[config.mk]
export PLATFORM = sky130hd
export DESIGN_NAME = division_controller
export DESIGN_NICKNAME = d
export VERILOG_FILES = /design/src/rtl/division_controller.sv
export SDC_FILE = /design/constraint.sdc
export NUM_CORES = 1
export LEC_CHECK = 0
export BUFFER_PORTS_ARGS = -buffer_cell sky130_fd_sc_hd__buf_4
export CORE_AREA = 2 2 39 41
export CTS_CLUSTER_SIZE = 16
export DETAILED_ROUTE_END_ITERATION = 10
export DIE_AREA = 0 0 41 43
export HOLD_SLACK_MARGIN = 0.02
export PLACE_DENSITY_LB_ADDON = 0.2
export SETUP_SLACK_MARGIN = 0.05
export SYNTH_ARGS = -nofsm -noshare
export SYNTH_HDL_FRONTEND = slang
export SYNTH_SLANG_ARGS = --single-unit
export TNS_END_PERCENT = 50
[constraint.sdc]
create_clock -name clk -period 3.1 [get_ports clk]
set_input_delay 0.465 -clock clk [delete_from_list [all_inputs] [get_ports clk]]
set_output_delay 0.465 -clock clk [all_outputs]
set_load 0.02 [all_outputs]
[src/rtl/division_controller.sv]
// Sequencing FSM for a shift/subtract divider supporting restoring and non-restoring modes.
// Quotient bits are inserted one shift late, so a final Q-only shift (QFIX) flushes the last bit.
module division_controller (
  input  logic       clk,
  input  logic       rst,
  input  logic       start,
  input  logic       mode,
  input  logic       dvz,
  input  logic       Co,
  input  logic       SignSum,
  output logic [1:0] QCommand,
  output logic [1:0] ACommand,
  output logic [1:0] MCommand,
  output logic       subtractFlag,
  output logic       cntEn,
  output logic       ldCnt,
  output logic       Ci,
  output logic       SiR_Q,
  output logic       busy,
  output logic       done,
  output logic       err
);

  localparam logic [1:0] CmdHold  = 2'b00;
  localparam logic [1:0] CmdLoad  = 2'b01;
  localparam logic [1:0] CmdShift = 2'b10;
  localparam logic [1:0] CmdClear = 2'b11;

  typedef enum logic [2:0] {
    StIdle,
    StLoad,
    StShift,
    StOp,
    StQfix,
    StCorr,
    StDone
  } state_e;

  state_e r_state;
  logic   r_qbit;
  logic   r_sgn;
  logic   r_mode;
  logic   r_err;

  always_ff @(posedge clk or negedge rst) begin
    if (!rst) begin
      r_state <= StIdle;
      r_qbit  <= 1'b0;
      r_sgn   <= 1'b0;
      r_mode  <= 1'b0;
      r_err   <= 1'b0;
    end else begin
      case (r_state)
        StIdle: begin
          if (start) begin
            r_state <= StLoad;
            r_mode  <= mode;
            r_err   <= 1'b0;
          end
        end
        StLoad: begin
          r_qbit  <= 1'b0;
          r_sgn   <= 1'b0;
          r_err   <= dvz;
          r_state <= dvz ? StDone : StShift;
        end
        StShift: r_state <= StOp;
        StOp: begin
          // Both modes take the quotient bit from the sign of the trial result.
          r_qbit <= ~SignSum;
          if (r_mode) begin
            r_sgn <= SignSum;
          end
          r_state <= Co ? StQfix : StShift;
        end
        StQfix:  r_state <= StCorr;
        StCorr:  r_state <= StDone;
        StDone:  r_state <= StIdle;
        default: r_state <= StIdle;
      endcase
    end
  end

  always_comb begin
    QCommand     = CmdHold;
    ACommand     = CmdHold;
    MCommand     = CmdHold;
    subtractFlag = 1'b0;
    cntEn        = 1'b0;
    ldCnt        = 1'b0;
    Ci           = 1'b0;
    SiR_Q        = 1'b0;
    done         = 1'b0;
    busy         = (r_state != StIdle);
    unique case (r_state)
      StIdle: begin
      end
      StLoad: begin
        QCommand = CmdLoad;
        ACommand = CmdClear;
        MCommand = CmdLoad;
        ldCnt    = 1'b1;
      end
      StShift: begin
        QCommand = CmdShift;
        ACommand = CmdShift;
        SiR_Q    = r_qbit;
      end
      StOp: begin
        cntEn = 1'b1;
        Ci    = 1'b1;
        if (r_mode) begin
          subtractFlag = ~r_sgn;
          ACommand     = CmdLoad;
        end else begin
          // Restoring: only commit the difference when it stayed non-negative.
          subtractFlag = 1'b1;
          ACommand     = SignSum ? CmdHold : CmdLoad;
        end
      end
      StQfix: begin
        QCommand = CmdShift;
        SiR_Q    = r_qbit;
      end
      StCorr: begin
        if (r_mode && r_sgn) begin
          ACommand     = CmdLoad;
          subtractFlag = 1'b0;
        end
      end
      StDone: begin
        done = 1'b1;
      end
      default: begin
      end
    endcase
  end

  assign err = r_err;

endmodule

== Word level (Yosys, flattened, before mapping) ==
Cells that the tools add are included.

* Register bits: 7
* Bits in writable memories: 0
* Latch bits: 0
* Memories kept: 0
* Memory bits (read-only): 0

* Reduce and logical (&&, ||, !) cells: 9
* Muxes and demuxes: 21
* Equality and inequality tests: 8
* Bitwise gates (word level): 2
* Order comparisons: 0
* Shift-type cells: 0
* Multipliers: 0
* Div/mod/pow operators: 0
* Add/sub/neg operators: 0

{| class="wikitable"
|+ Operator list
! operator !! number
|-
| 3-bit one-hot mux with 6 select lines || 1
|-
| 1-bit two-way mux || 12
|-
| 3-bit == test, second input constant || 3
|-
| 3-bit two-way mux || 3
|-
| 2-bit one-hot mux with 4 select lines || 1
|-
| 3-bit by 2-bit == test with 1-bit output, second input constant || 2
|-
| 1-bit one-hot mux with 2 select lines || 3
|-
| 2-bit AND reduction || 3
|-
| 2-bit != test, second input constant || 2
|-
| 2-bit one-hot mux with 2 select lines || 1
|-
| 2-bit nonzero test || 2
|-
| 3-bit by 1-bit == test with 1-bit output, second input constant || 1
|-
| 3-bit zero test || 1
|-
| 3-bit nonzero test || 1
|-
| 1-bit NOT || 2
|-
| 2-bit OR reduction || 1
|-
| 1-bit logical AND || 1
|}

== Logic depth before layout (Yosys ltp) ==
* Depth in word-level cells: 3
* Mapped depth: 4
* Gate-level depth less buffers: 3

== Worst setup path before layout ==
No wires, ideal clock.

* Kind: register to output
* Start point: register r_state[1]
* End point: output port MCommand[0]
* Stages on the path, launching flop included: 5
* Slack: 1.410 ns
* Data required time: 2.635 ns
* Buffers on the path: 3
* Arrival: 1.225 ns
* Path through: dfrtp_1 -> buf_6 -> buf_4 -> nor2_1 -> buf_4

* Longest elaborated chain between the ends: 2

{| class="wikitable"
|+ RTL lines
! item !! line !! text
|-
| start, declared || 39 || <nowiki>state_e r_state;</nowiki>
|-
| start signal, assigned || 47 || <nowiki>r_state <= StIdle;</nowiki>
|-
| start signal, assigned || 56 || <nowiki>r_state <= StLoad;</nowiki>
|-
| start signal, assigned || 65 || <nowiki>r_state <= dvz ? StDone : StShift;</nowiki>
|-
| 3-bit by 1-bit == test with 1-bit output || 95 || <nowiki>unique case (r_state)</nowiki>
|-
| 1-bit two-way mux || 95 ||
|-
| end, declared || 13 || <nowiki>output logic [1:0] MCommand,</nowiki>
|}

Every way passes these cells.

== Worst setup path in the final report ==
* Start point: register r_state[1]
* End point: output port SiR_Q

* Longest elaborated chain between the ends: 3

{| class="wikitable"
|+ RTL lines
! item !! line !! text
|-
| 3-bit == test or 3-bit by 2-bit == test with 1-bit output (tied branches) || 95 ||
|-
| 2-bit OR reduction (no line) * || - ||
|-
| 1-bit two-way mux * || 95 ||
|-
| end, declared || 18 || <nowiki>output logic SiR_Q,</nowiki>
|}

Mark *: on every way between the ends. The rest lies on a longest branch, timed or not.

==> impl_results.md <==
- Tcrit/Tclk final: between 60% and 70%
- Setup Viol. Count Final: 0
- Largest family of logic cells by synthesized area: simple AND/OR/NAND/NOR gates
- Worst reg2reg endpoint: err
- GP Congestion: 0.6965
- Post-Layout Cell Count: 86
- Total number of vias: 401
- DR DRC count: 0
- Final HPWL DP: 685.4 um
- Final nets: 78
- Grt total ovfl: 0
- Resized Gates After CTS: 0
- Max-cap violations: 0
- Yosys reg bits: 7
- Crit path DAT: between 1.5 and 2 ns
- Routed WL per cell: 11.03 um
- First-pass GRT wire length: 1483 um
- Pre-CTS WS: 1.395 ns
- Diodes inserted: 0
- Largest net degree at the start of global routing: 20
- Worst Hold Class: input pin to flip-flop
- Post-synth top area share: 36.08%
- Setup crit start kind: flip-flop
- R2R setup slack: 1.89 ns
- Area of the die: roughly 1800 um2
- Clock Latency Late Sink: between 0.2 and 0.3 ns
- FF-to-FF path depth: 3
- Post-route core utilization: around 44%
- CTS sink cnt: 7
- Area of the multi-input gates: about 240 um2
- Distinct cell type count after synthesis: 28
- Number of port buffers: 19
- Metal3 WL: approximately 54 um
- Syn Area/Cell: 8.990 um2
- Synth area leaders: dfrtp_1, buf_4, buf_6
- Xor and xnor area share after synthesis: 1.804%
- Global Route Usage Sum: 13.56%
- Area growth syn-to-layout: 26.29%
- Final Hold Vio Count: 0
- M1 WL: 415 um
- Worst-case clock buffer depth: 2
- Starting Density: 35.08%
- Crit path time final: 1.986 ns
- # IOs: 21
- FILL cells: roughly 140
- Uppermost routed layer: met4
- Post-synthesis sequential area ratio: 36.08%
- DRT antenna net count: 0
- RSZ-0062 raised after global routing: false
- Vias per cell: 4.663
- Worst vdd ir: ~0.39 mV
- Initial antenna violation count: 0
- Clock Skew: 0.004237 ns
- Placed cell areas: 576.8 um2
- Max Slew Vio Count: 0
- Min-delay src: mode
- Slack of the critical path: 1.114 ns
- Vias in the first global route: 338
- Met2 wire length: 441 um
- Max Fclk: between 0.5 and 0.6 GHz
- Worst EP required: 2.63 ns
- Slew margin rel.: roughly two thirds
- Num CTS Buffers: 3
- Postcts setup bufs: 0
- Cell Count Post-Placement: 81
- Post-Syn Area: 485.5 um2
- Crit path capture type: output pin
- Clk slew on worst S/H paths: 0.05 ns
- Post-route cell area: 613.1 um2
- Status: finished clean
- Cell accounting for the most synthesized area: dfrtp_1
- Adder-cell area share of the yosys netlist: 0%
- Drt pass-1 iters: 4
- Ys Warns: 0
- Hold WS: 0.4097 ns
- Synthesized Nets: 61
- Synth Area in Compound Gates: 11.86%
- WS Path Type: flip-flop to output pin
- Setup tns final: 0 ns
- Hold path depth: 3
- CP max FO: 19
- Share of post-route cells with drive strength above 1: between 30% and 40%
- Post-Synthesis Cells: between 50 and 60
- Leak: 0.2936 nW
- Hold worst-path end: r_mode
- Hold-fix buffers, CTS: 1
- Pwr/cell area: 1178 nW/um2
- Die Wd: 41 um
- Register area: approximately 180 um2
- CTS H-tree lvls: 1
- Routed WL: 949 um
- CP Launch Point: r_state[1]
- Simple-gate area share of the yosys netlist: a little under a third
- Root buf cell: clkbuf_4
- Row count: 14
- Die height: around 43 um
- CTS tree: built
- RR Startpoint: r_state[1]
- Overall Power: 0.7225 mW
- Mux share of post-synthesis cell area: around 2.3%
- Detailed Route Iter0 Violations: 12
- Worst Max-Slew Pin Slew: roughly 0.53 ns
- CORE AREA: 1384 um2
==> worst max-delay path by stage <==
stage,end,slack [ns],cells after the start
after global placement,SiR_Q,1.42,4
final,SiR_Q,1.11,4
after floorplan,MCommand[0],1.41,4
after global routing,SiR_Q,0.98,4
after detailed placement,SiR_Q,1.39,4
after CTS,SiR_Q,1.10,4
==> state kept, by name (all words and copies together) (netlist names) <==
signal   flops
r_qbit       1
r_state      3
r_mode       1
err          1
r_sgn        1
==> area by class of cell <==
type | count | share of cell area (%)
repair buffers | 20 | 24.90
flip-flops and latches | 7 | 28.57
clock buffers | 4 | 4.286
multi-input cells | 38 | 38.37
well taps | 16 | 3.265
inverters | 1 | 0.6122
==> cells by family after synthesis <==
group	after synthesis
DFF	7
buffers and inverters	9
AOI/OAI and AO/OA	8
and+or+nand+nor	27
muxes	1
xor gates and xnor gates	1
other	1
==> where the power goes <==
part / internal [mW] / switching [mW]
sequential: 0.135 / 0.0932
combinational: 0.200 / 0.210
clock: 0.0492 / 0.0354
==> placed cells by master, fill, tap and decap left out <==
cell type      Yosys  final
dfrtp_1            7      7
xnor2_1            1      1
a32oi_1            1      1
o21ai_1            1      1
conb_1             1      1
nand2_1            7      7
and3_1             2      2
a32o_1             1      1
clkbuf_1           0      1
or3_1              1      1
dlygate4sd3_1      0      1
clkbuf_4           0      3
a21oi_2            1      1
and2_1             2      2
o211ai_1           1      1
nand2b_1           3      3
a211oi_1           1      1
o21ai_0            1      1
nor2_1             4      4
mux2_2             1      1
and2b_1            1      1
nand4b_1           1      1
buf_4              5     19
nand4_1            1      1
inv_1              1      1
nand3_1            1      1
nand3b_1           2      2
nor4b_2            1      1
nor3_1             1      1
a21oi_1            1      1
==> synth_stat cells, drive strengths merged <==
cell	n
and3	2
or3	1
nand4	1
a21oi	2
nor4b	1
a211oi	1
nand2	7
buf	8
a32oi	1
and2	2
nand2b	3
nor2	4
nor3	1
a32o	1
dfrtp	7
nand3b	2
nand4b	1
inv	1
conb	1
o211ai	1
and2b	1
xnor2	1
o21ai	2
nand3	1
mux2	1
==> routing by layer <==
metal | global-route usage, % | vias up
li1 | - | 212
met5 | 0 | -
met3 | 4.712 | 4
met2 | 16.88 | 12
met4 | 12.00 | 0
met1 | 17.49 | 173
==> critical path: stages, from the launching register on <==
cell and delay, ns:
dfrtp_1 0.67, nand2b_1 0.21, a21oi_2 0.07, and2_1 0.17
buf_4 0.15
Power figures use the tool's default switching activity.
